==> src/rtl/episode_scheduler_if.sv <==
// Control/handshake bundle between the episode scheduler and the grid tracker / Q-update pipeline.
// master = scheduler side, slave = tracker, Q-table and run-control side.
interface episode_scheduler_if;
    logic       start;
    logic [4:0] curr_state;
    logic [1:0] greedy_act;
    logic       upd_ack;
    logic [1:0] act;
    logic       act_valid;
    logic       change_iteration;
    logic       upd_req;
    logic       goal_hit;
    logic       busy;
    logic       done;
    logic [7:0] episode;
    logic [7:0] step;

    modport master (
        input  start, curr_state, greedy_act, upd_ack,
        output act, act_valid, change_iteration, upd_req, goal_hit, busy, done, episode, step
    );

    modport slave (
        output start, curr_state, greedy_act, upd_ack,
        input  act, act_valid, change_iteration, upd_req, goal_hit, busy, done, episode, step
    );
endinterface

==> src/rtl/episode_scheduler.sv <==
// Epsilon-greedy episode sequencer for the grid-world Q-learning datapath; all outputs registered.
// Min 4 cycles per step (+1 on episode end); stalls in UPDATE while upd_ack is low.
module episode_scheduler #(
    parameter int unsigned MAX_EPISODES = 16,
    parameter int unsigned MAX_STEPS    = 32,
    parameter logic [4:0]  GOAL_STATE   = 5'd25,
    parameter logic [7:0]  EPS_THRESH   = 8'd26,
    parameter logic [7:0]  LFSR_SEED    = 8'hA5
) (
    input logic                 clk,
    input logic                 rst,
    episode_scheduler_if.master sch
);
    localparam logic [7:0] MAX_EP_L = 8'(MAX_EPISODES);
    localparam logic [7:0] MAX_ST_L = 8'(MAX_STEPS);

    typedef enum logic [2:0] {
        S_IDLE, S_INIT, S_SELECT, S_MOVE, S_UPDATE, S_CHECK, S_RESTART, S_DONE
    } state_t;

    state_t     state_q, state_d;
    logic [7:0] lfsr_q, lfsr_d, lfsr_nxt;
    logic [1:0] act_q, act_d;
    logic [7:0] step_q, step_d;
    logic [7:0] episode_q, episode_d;
    logic       goal_q, goal_d;
    logic       act_valid_q, act_valid_d;
    logic       chg_q, chg_d;
    logic       req_q, req_d;
    logic       busy_q, busy_d;
    logic       done_q, done_d;

    // Fibonacci x^8+x^6+x^5+x^4+1, shifting left with feedback into bit 0
    assign lfsr_nxt = {lfsr_q[6:0], lfsr_q[7] ^ lfsr_q[5] ^ lfsr_q[4] ^ lfsr_q[3]};

    always_comb begin
        state_d   = state_q;
        lfsr_d    = lfsr_q;
        act_d     = act_q;
        step_d    = step_q;
        episode_d = episode_q;
        goal_d    = 1'b0;
        case (state_q)
            S_IDLE, S_DONE: begin
                if (sch.start) begin
                    state_d   = S_INIT;
                    step_d    = 8'd0;
                    episode_d = 8'd0;
                end
            end
            S_INIT: state_d = S_SELECT;
            S_SELECT: begin
                lfsr_d  = lfsr_nxt;
                act_d   = (lfsr_nxt < EPS_THRESH) ? lfsr_nxt[1:0] : sch.greedy_act;
                state_d = S_MOVE;
            end
            S_MOVE: state_d = S_UPDATE;
            S_UPDATE: begin
                // Tracker has already registered the move, so the goal test is made
                // here and the pulse lands in the CHECK cycle.
                if (sch.upd_ack) begin
                    step_d  = step_q + 8'd1;
                    goal_d  = (sch.curr_state == GOAL_STATE);
                    state_d = S_CHECK;
                end
            end
            S_CHECK: begin
                if (goal_q || (step_q == MAX_ST_L)) begin
                    step_d    = 8'd0;
                    episode_d = episode_q + 8'd1;
                    state_d   = S_RESTART;
                end else begin
                    state_d = S_SELECT;
                end
            end
            S_RESTART: state_d = (episode_q == MAX_EP_L) ? S_DONE : S_SELECT;
            default: state_d = S_IDLE;
        endcase

        act_valid_d = (state_d == S_MOVE);
        chg_d       = (state_d == S_INIT) || (state_d == S_RESTART);
        req_d       = (state_d == S_UPDATE);
        busy_d      = (state_d != S_IDLE) && (state_d != S_DONE);
        done_d      = (state_d == S_DONE);
    end

    always_ff @(posedge clk or negedge rst) begin
        if (!rst) begin
            state_q     <= S_IDLE;
            lfsr_q      <= LFSR_SEED;
            act_q       <= 2'd0;
            step_q      <= 8'd0;
            episode_q   <= 8'd0;
            goal_q      <= 1'b0;
            act_valid_q <= 1'b0;
            chg_q       <= 1'b0;
            req_q       <= 1'b0;
            busy_q      <= 1'b0;
            done_q      <= 1'b0;
        end else begin
            state_q     <= state_d;
            lfsr_q      <= lfsr_d;
            act_q       <= act_d;
            step_q      <= step_d;
            episode_q   <= episode_d;
            goal_q      <= goal_d;
            act_valid_q <= act_valid_d;
            chg_q       <= chg_d;
            req_q       <= req_d;
            busy_q      <= busy_d;
            done_q      <= done_d;
        end
    end

    assign sch.act              = act_q;
    assign sch.act_valid        = act_valid_q;
    assign sch.change_iteration = chg_q;
    assign sch.upd_req          = req_q;
    assign sch.goal_hit         = goal_q;
    assign sch.busy             = busy_q;
    assign sch.done             = done_q;
    assign sch.episode          = episode_q;
    assign sch.step             = step_q;
endmodule

==> src/flat_wrapper.sv <==
// flat-port wrapper written by rule: the top's interface ports become plain ports
module episode_scheduler_flat 
#(
    parameter int unsigned MAX_EPISODES = 16,
    parameter int unsigned MAX_STEPS    = 32,
    parameter logic [4:0]  GOAL_STATE   = 5'd25,
    parameter logic [7:0]  EPS_THRESH   = 8'd26,
    parameter logic [7:0]  LFSR_SEED    = 8'hA5
)
  (clk, rst, sch_start, sch_curr_state, sch_greedy_act, sch_upd_ack, sch_act, sch_act_valid, sch_change_iteration, sch_upd_req, sch_goal_hit, sch_busy, sch_done, sch_episode, sch_step);
  episode_scheduler_if sch_i ();
  input logic clk;
  input logic rst;
  input wire logic [$bits(sch_i.start)-1:0] sch_start;
  input wire logic [$bits(sch_i.curr_state)-1:0] sch_curr_state;
  input wire logic [$bits(sch_i.greedy_act)-1:0] sch_greedy_act;
  input wire logic [$bits(sch_i.upd_ack)-1:0] sch_upd_ack;
  output wire logic [$bits(sch_i.act)-1:0] sch_act;
  output wire logic [$bits(sch_i.act_valid)-1:0] sch_act_valid;
  output wire logic [$bits(sch_i.change_iteration)-1:0] sch_change_iteration;
  output wire logic [$bits(sch_i.upd_req)-1:0] sch_upd_req;
  output wire logic [$bits(sch_i.goal_hit)-1:0] sch_goal_hit;
  output wire logic [$bits(sch_i.busy)-1:0] sch_busy;
  output wire logic [$bits(sch_i.done)-1:0] sch_done;
  output wire logic [$bits(sch_i.episode)-1:0] sch_episode;
  output wire logic [$bits(sch_i.step)-1:0] sch_step;
  assign sch_i.start = sch_start;
  assign sch_i.curr_state = sch_curr_state;
  assign sch_i.greedy_act = sch_greedy_act;
  assign sch_i.upd_ack = sch_upd_ack;
  assign sch_act = sch_i.act;
  assign sch_act_valid = sch_i.act_valid;
  assign sch_change_iteration = sch_i.change_iteration;
  assign sch_upd_req = sch_i.upd_req;
  assign sch_goal_hit = sch_i.goal_hit;
  assign sch_busy = sch_i.busy;
  assign sch_done = sch_i.done;
  assign sch_episode = sch_i.episode;
  assign sch_step = sch_i.step;
  episode_scheduler #(.MAX_EPISODES(MAX_EPISODES), .MAX_STEPS(MAX_STEPS), .GOAL_STATE(GOAL_STATE), .EPS_THRESH(EPS_THRESH), .LFSR_SEED(LFSR_SEED)) u_core (.clk(clk), .rst(rst), .sch(sch_i));
endmodule
==> config.mk <==
export PLATFORM = sky130hd
export DESIGN_NAME = episode_scheduler_flat
export DESIGN_NICKNAME = d
export VERILOG_FILES = /design/src/rtl/episode_scheduler_if.sv /design/src/rtl/episode_scheduler.sv /design/src/flat_wrapper.sv
export SDC_FILE = /design/constraint.sdc
export NUM_CORES = 1
export LEC_CHECK = 0
export BUFFER_PORTS_ARGS = -buffer_cell sky130_fd_sc_hd__buf_2
export CAP_MARGIN = 25
export CORE_MARGIN = 3
export CORE_UTILIZATION = 49
export DETAILED_ROUTE_END_ITERATION = 10
export GPL_TIMING_DRIVEN = 0
export PLACE_DENSITY = 0.75
export SYNTH_ARGS = -nofsm -noshare
export SYNTH_HDL_FRONTEND = slang
export SYNTH_SLANG_ARGS = --single-unit
==> constraint.sdc <==
create_clock -name clk -period 1.81 [get_ports clk]
set_input_delay 0.4525 -clock clk [delete_from_list [all_inputs] [get_ports clk]]
set_output_delay 0.4525 -clock clk [all_outputs]
set_load 0.05 [all_outputs]
### Yosys cells after proc, flatten, opt, wreduce, memory -nomap -nowiden

Cells that the tools add are included.

* register bits after elaboration: 35
* bits of input ports: 11
* output and inout port bits: 24

* $add $sub $neg: 2
* order comparisons: 1
* eq/ne operators: 19
* multiplexer cells: 14
* bitwise gates (word level): 3
* reductions and logical operators: 10

Operator list (number)
* $mux W8: 4
* $pmux W8 S3: 1
* $eq A3 B3 Y1 const B: 7
* $pmux W3 S7: 1
* $add A8 B1 Y8 const B: 2
* $pmux W8 S2: 1
* $mux W3: 4
* $eq A3 B2 Y1 const B: 3
* $eq A8 B5 Y1 const B: 1
* $eq A8 B6 Y1 const B: 1
* $lt A8 B5 Y1 const B: 1
* $eq A3 B1 Y1 const B: 2
* $reduce_bool A3 Y1: 2
* $eq A5 B5 Y1 const B: 1
* $ne A2 B2 Y1 const B: 2
* $reduce_and A4 Y1: 1
* $logic_not A3 Y1: 1
* $ne A3 B3 Y1 const B: 1
* $reduce_and A3 Y1: 1
* $xor A1 B1 Y1: 3
* $logic_or A1 B1 Y1: 2
* $mux W1: 2
* $mux W2: 1
* $ne A2 B1 Y1 const B: 1
* other kinds (3): 3

### Longest topological paths before layout

Gate-level depths: netlist of run 1.

* depth after elaboration: 6
* mapped depth: 8

### Least setup slack after synthesis of run 1

Ideal clock, no wire load.

* kind: register to register
* start: register u_core.sch.episode[0] (netlist name)
* end: register u_core.step_q[2], in the netlist u_core.sch.step[2]
* data arrival time: 2.110 ns
* data required time: 1.742 ns
* setup slack: -0.367 ns
* cell stages (with the launch flop): 9
* buffers on the path: 1
* clock period less this slack: 2.177 ns
* path through: dfrtp_1 > inv_1 > ha_1 > nor4bb_1 > and3b_1 > o211ai_2 > buf_2 > a2111o_1 > nand2_1

RTL lines
* end signal, assigned: line episode_scheduler.sv:104 `step_q <= step_d;`
* end, declared: line episode_scheduler.sv:24 `logic [7:0] step_q, step_d;`

==> reports/qor.yml, run 1 <==
run_status:
  status: "finished, violations left"
  violations: "negative setup slack"
power_and_ir_drop:
  p_seq_share_pct: 35.4
  p_sw_share_pct: 42.28
  combinationalPowerShare_pct: 49.0
  vdd_drop_max_mv: 0.6057
  switchingPower_mw: 1.445
  leakage_nw: 1.083
  powerDensity_mw_per_mm2: 1413
  p_int_mw: 1.972
  power.clock.fraction_pct: 15.7
cells_and_area:
  area_growth_syn_to_layout_pct: 34.42
  diodes: 0
  drive_gt1_share_pct: 48.46
  fin_nets: 241
  fillerInstances: 245
  fin_area_mm2: 0.002419
route:
  post-route-drc-count: 0
  drt_wl_total_um: 4298
  wl_per_cell_um: 15.74
  postRouteAntennaNets: 0
  drt_iter0_markers: 74
  via_count: 1567
  firstDrtPassIters: 4
  via_per_inst: 5.740
sta:
  hold_viol: 0
  whs_ps: 225.3
  tightest_slew_ps: 751.6
  finalCritPeriodShare_pct: 102.9
  timing.final.ws_setup_ps: -52.00
  slew_viol_final: 0
  setup_viol: 4
  timing.final.crit_period_ps: 1862
  clock_skew_ps: 12.21
  max_slew_margin_pct: 49.90
  rsz0062_at_grt: "yes"
  timing.fmax_mhz: 537.1
clock_tree:
  clk_latency_ps: 290
  cts_buffer_depth: 2
  htreeDepth: 2
  path_clk_slew_ps: 70
  numCtsBuffers: 5
  cts_root_buffer: "clkbuf_8"
  clock-sinks: 35
  cts_hold_buffers: 0
  cts_tree: "built"
global_route:
  grt_max_degree: 36
  grt_pass1_vias: 1474
  use_met1_pct: 24.84
  grt_use_total_pct: 19.77
  grt_pass1_wl_um: 6679
  antenna_found_initial: 0
  globalRoute.busiestLayer: "met2"
  grtUsageMet3_pct: 6.071
  grt_overflow: 0
  use_met2_pct: 33.17
synth:
  syn_area_per_cell_um2: 10.40
  syn_nets: 188
  synthAdderAreaFrac_pct: 2.782
  synth-simple-area-share_pct: 19.12
  yosys_warnings: 0
  synth_area_mm2: 0.001799
  synth_compound_area_share_pct: 14.33
  postSynthCellCount: 173
  synth-xor-area-share_pct: 4.381
  yosysUniqueCellTypes: 40
  synth_mux_area_share_pct: 6.676
  yosysSeqAreaShare_pct: 48.96
  synth_top_family_by_area: "simple AND/OR/NAND/NOR gates"
  synth_seq_cells: 35
flow_run:
  cap_viol_max_count: 0
worst_setup_path:
  cp_max_fo: 7
  r2r_cells: 8
  worstReg2RegStart: "u_core.sch.episode[0]"
  cpMaxStageDelayCell: "dfrtp_2"
  critPathLaunchType: "flip-flop"
  crit_chain: "inv_2, ha_4, nor4bb_4, and3b_2, o211ai_4, buf_6, a2111o_1, nand2_1"
  crit_type: "reg -> reg"
  r2r_end: "u_core.sch.step[3]"
  cp_data_arrival_time_ps: 2080
  slowest_delay_ps: 400
  crit_path_end_kind: "flip-flop"
  regToRegSetupSlack_ps: -50
  cp.required_ps: 2030
placement:
  place_ws_ps: -248.3
  gp_congestion: 0.9028
  portBuffers: 34
  hpwl_um: 2735
  placed_cell_area_mm2: 0.002079
min_path:
  hold_path.class: "in -> async"
floorplan:
  initial_core_util_pct: 52.27
  die_w_um: 66.60
  ioPinCount: 35
  die_area_mm2: 0.004435
  num_rows: 21
  die-height_um: 66.60
  core_mm2: 0.003442
-- Yosys cell counts --
library cell / count / area [µm²]
dfrtp_1: 31 / 775.7
nor2_1: 15 / 56.30
nand3_1: 12 / 60.06
a21oi_1: 9 / 45.04
inv_1: 9 / 33.78
nand2_1: 9 / 33.78
xnor2_1: 9 / 78.83
mux2_2: 8 / 90.09
a2111o_1: 6 / 67.56
o21ai_0: 6 / 30.03
nor4b_1: 5 / 43.79
dfstp_2: 4 / 105.1
ha_1: 4 / 50.05
o21ai_1: 4 / 20.02
buf_2: 3 / 15.01
clkbuf_1: 3 / 11.26
mux2i_1: 3 / 30.03
nor2b_1: 3 / 18.77
nor3_1: 3 / 15.01
and3_1: 2 / 12.51
nand2b_1: 2 / 12.51
nand4_1: 2 / 12.51
o2111ai_1: 2 / 17.52
o21a_1: 2 / 15.01
o21bai_1: 2 / 15.01
a31oi_2: 1 / 12.51
and3b_1: 1 / 8.760
and4_1: 1 / 8.760
buf_4: 1 / 7.510
nand3b_1: 1 / 7.510
nand4b_1: 1 / 8.760
nor3b_1: 1 / 7.510
nor4_1: 1 / 6.260
nor4b_2: 1 / 15.01
nor4bb_1: 1 / 10.01
o211ai_1: 1 / 7.510
o211ai_2: 1 / 12.51
o21ai_2: 1 / 8.760
o22ai_1: 1 / 6.260
or2_1: 1 / 6.260
-- worst max-delay path, delay by kind of cell (launching register included) --
| kind | cells | cell delay (ps) |
|---|---|---|
| AO/OA/AOI/OAI | 2 | 470 |
| adder cells (fa/ha/maj) | 1 | 130 |
| flip-flops | 1 | 400 |
| AND/OR/NAND/NOR | 3 | 570 |
| buffers and inverters | 2 | 240 |
-- power groups by stage --
stage                     clock (mW)  sequential (mW)  combinational (mW)
after global placement             0             1.18                1.37
after global routing           0.586             1.24                1.81
final                          0.535             1.21                1.67
after detailed placement           0             1.19                1.42
after floorplan                    0             1.45               0.843
after CTS                      0.548             1.21                1.56
-- per-stage QoR --
step	cells	power, mW	setup TNS [ps]	utilization (%)
global route	273	3.635	-742.7	70.27
detailed placement	253	2.610	-2652	60.41
global placement	253	2.544	-1126	60.41
CTS	272	3.311	-6.479	66.74
finish	273	3.417	-126.0	70.27
floorplan	173	2.289	-586.9	-
-- per-layer routing --
metal	share of wire (%)	wire length, µm	vias up
li1	-	-	726
met1	41	1761	768
met2	52	2217	64
met3	6.0	257	9
met4	1.4	62	0
met5	0	0	-
-- cell type report --
type | instances | area (µm²) | share of cell area, %
Clock inverter | 1 | 5.005 | 0.2069
Buffer | 6 | 48.80 | 2.018
Timing Repair Buffer | 47 | 267.8 | 11.07
Multi-Input combinational cell | 122 | 1030 | 42.58
Inverter | 9 | 33.78 | 1.397
Tap cell | 46 | 57.56 | 2.380
Sequential cell | 35 | 899.6 | 37.20
Clock buffer | 7 | 76.32 | 3.156
-- cell usage in the layout (no fill, tap or decap), types with 3 or more instances in the layout --
cell type and instances:
buf_2 35, dfrtp_1 16, dfrtp_2 15, nor2_1 14
buf_4 13, nand3_1 12, nand2_1 9, xnor2_1 9
mux2_2 8, inv_1 7, o21ai_1 6, a2111o_1 6
nor4b_4 5, a21oi_2 5, clkbuf_8 5, a21oi_1 4
dfstp_2 4, o21ai_0 3, nor3_1 3, mux2i_1 3
ha_1 3
-- sequential cells by signal (all words and copies together), names as in the netlist --
register                     count
u_core.sch.busy                  1
u_core.sch.act                   2
u_core.sch.act_valid             1
u_core.sch.done                  1
u_core.sch.step                  8
u_core.sch.change_iteration      1
u_core.state_q                   3
u_core.sch.episode               8
u_core.lfsr_q                    8
u_core.sch.goal_hit              1
u_core.sch.upd_req               1
-- kinds of logic after synthesis --
| group | after synthesis |
|---|---|
| adders and majority gates | 4 |
| buffers and inverters | 16 |
| AOI/OAI and AO/OA | 36 |
| DFF | 35 |
| and+or+nand+nor | 62 |
| xor gates and xnor gates | 9 |
| muxes | 11 |
-- how the worst max path moves through the flow --
stage | start | end | depth (start not counted)
6_report | u_core.sch.episode[0] | u_core.sch.step[3] | 8
5_1_grt | u_core.sch.episode[0] | u_core.sch.step[2] | 8
4_1_cts | u_core.sch.episode[0] | u_core.sch.step[3] | 8
3_5_place_dp | u_core.state_q[1] | u_core.sch.step[7] | 6
3_3_place_gp | u_core.sch.episode[0] | u_core.sch.step[2] | 8
2_1_floorplan | u_core.sch.episode[1] | u_core.sch.step[2] | 8
-- timing repair --
| item | in CTS | in global routing |
|---|---|---|
| pin swaps | 6 | 9 |
| endpoints found under the setup margin | 16 | 18 |
| gates resized for setup | 13 | 22 |
| cloned | 0 | 0 |
| setup buffers | 12 | 1 |
Power figures use the tool's default switching activity.
==> run 2: changes to the inputs <==
Settings changed: SKIP_LAST_GASP set to 1.
==> reports/qor.yml, run 2 (synthesis results as in run 1) <==
sta:
  timing.fmax_mhz: 533.5
  finalCritPeriodShare_pct: 103.6
  timing.final.ws_setup_ps: -64.34
  tightest_slew_ps: 754.5
  max_slew_margin_pct: 49.70
  slew_viol_final: 0
  whs_ps: 233.7
  setup_viol: 6
  timing.final.crit_period_ps: 1874
  final.setup.tns_ps: -188.3
  hold_viol: 0
  clock_skew_ps: 8.472
  rsz0062_at_grt: "yes"
placement:
  placed_cell_area_mm2: 0.002079
  place_ws_ps: -248.3
  gp_congestion: 0.9028
  hpwl_um: 2735
  placedCellCount: 253
  portBuffers: 34
route:
  drt_iter0_markers: 91
  postRouteAntennaNets: 0
  post-route-drc-count: 0
  drt_wl_total_um: 4180
  via_count: 1553
  wl_per_cell_um: 15.31
  firstDrtPassIters: 4
  via_per_inst: 5.689
global_route:
  antenna_found_initial: 0
  grt_use_total_pct: 19.77
  grt_pass1_vias: 1474
  grt_pass1_wl_um: 6679
  grt_max_degree: 36
  grt_overflow: 0
worst_setup_path:
  cp.required_ps: 2030
  worstReg2RegStart: "u_core.sch.episode[0]"
  regToRegSetupSlack_ps: -60
  cp_max_fo: 7
  r2r_end: "u_core.sch.step[3]"
  r2r_cells: 8
  crit_path_end_kind: "flip-flop"
  crit_type: "reg -> reg"
  cp_data_arrival_time_ps: 2090
  critPathLaunchType: "flip-flop"
cells_and_area:
  diodes: 0
  fillerInstances: 254
  final_cells: 273
  layout_common_cells: "buf_2 (35), dfrtp_1 (16), dfrtp_2 (15), nor2_1 (14), buf_4 (13)"
  fin_area_mm2: 0.002394
  drive_gt1_share_pct: 48.46
  fin_nets: 241
  postLayoutCoreUtil_pct: 69.54
  area_growth_syn_to_layout_pct: 33.03
  layout_commonest_cell: "buf_2"
clock_tree:
  cts_tree: "built"
  clk_latency_ps: 280
  clock-sinks: 35
  cts_root_buffer: "clkbuf_8"
  htreeDepth: 2
  numCtsBuffers: 5
  path_clk_slew_ps: 70
  cts_buffer_depth: 2
run_status:
  violations: "negative setup slack"
  status: "finished, violations left"
floorplan:
  core_mm2: 0.003442
  num_rows: 21
  die-height_um: 66.60
  ioPinCount: 35
  die_w_um: 66.60
  initial_core_util_pct: 52.27
  die_area_mm2: 0.004435
power_and_ir_drop:
  total_power_mw: 3.381
  vdd_drop_max_mv: 0.6043
  powerDensity_mw_per_mm2: 1412
  leakage_nw: 1.048
min_path:
  hold_path.class: "in -> async"
flow_run:
  cap_viol_max_count: 0
[run 2: cell count changes in the layout (fill, tap and decap cells not counted)]
cell,delta
nor4_2,+1
nor4_4,-1
nor4b_2,+1
nor4b_4,-1
o21ai_2,+1
o21ai_4,-1
[run 2: power by group]
group	internal (mW)	leakage (nW)	switching, mW
Clock	0.270	0.0422	0.259
Combinational	0.661	0.585	0.980
Sequential	1.04	0.421	0.175
[run 2: per-layer routing]
metal,vias to the layer above,GRT usage [%],share of wire [%]
li1,732,-,-
met4,0,4.569,0.41
met2,47,33.17,53
met5,-,0,0
met3,2,6.071,5.6
met1,772,24.84,41
[run 2: final cells by class]
class,count,area [µm²],area share [%]
buffer,6,48.80,2.039
clock buffer,7,76.32,3.189
clock inverter,1,5.005,0.2091
inverter,9,33.78,1.411
multi-input combinational,122,1005,41.98
sequential,35,899.6,37.58
tap,46,57.56,2.405
timing repair buffer,47,267.8,11.19
[run 2: worst max path at each step]
| stage | cells past startpoint | slack, ps | from | endpoint |
|---|---|---|---|---|
| 2_1_floorplan | 8 | -130 | u_core.sch.episode[1] | u_core.sch.step[2] |
| 3_3_place_gp | 8 | -170 | u_core.sch.episode[0] | u_core.sch.step[2] |
| 3_5_place_dp | 6 | -250 | u_core.state_q[1] | u_core.sch.step[7] |
| 4_1_cts | 8 | -6 | u_core.sch.episode[0] | u_core.sch.step[3] |
| 5_1_grt | 8 | -150 | u_core.sch.episode[0] | u_core.sch.step[2] |
| 6_report | 8 | -60 | u_core.sch.episode[0] | u_core.sch.step[3] |
[run 2: worst max-delay path, stage by stage (launching register included)]
cell	delay [ps]
dfrtp_2	400
inv_2	70
ha_4	130
nor4bb_4	240
and3b_2	270
o211ai_4	110
buf_6	160
a2111o_1	350
nand2_1	70
[run 2: what timing repair did]
action | 4_1_cts | 5_1_grt
hold buffers | 0 | 0
pin swaps | 6 | 8
endpoints found under the setup margin | 16 | 18
setup buffers | 12 | 1
gates cloned | 0 | 0
resized for setup | 13 | 19
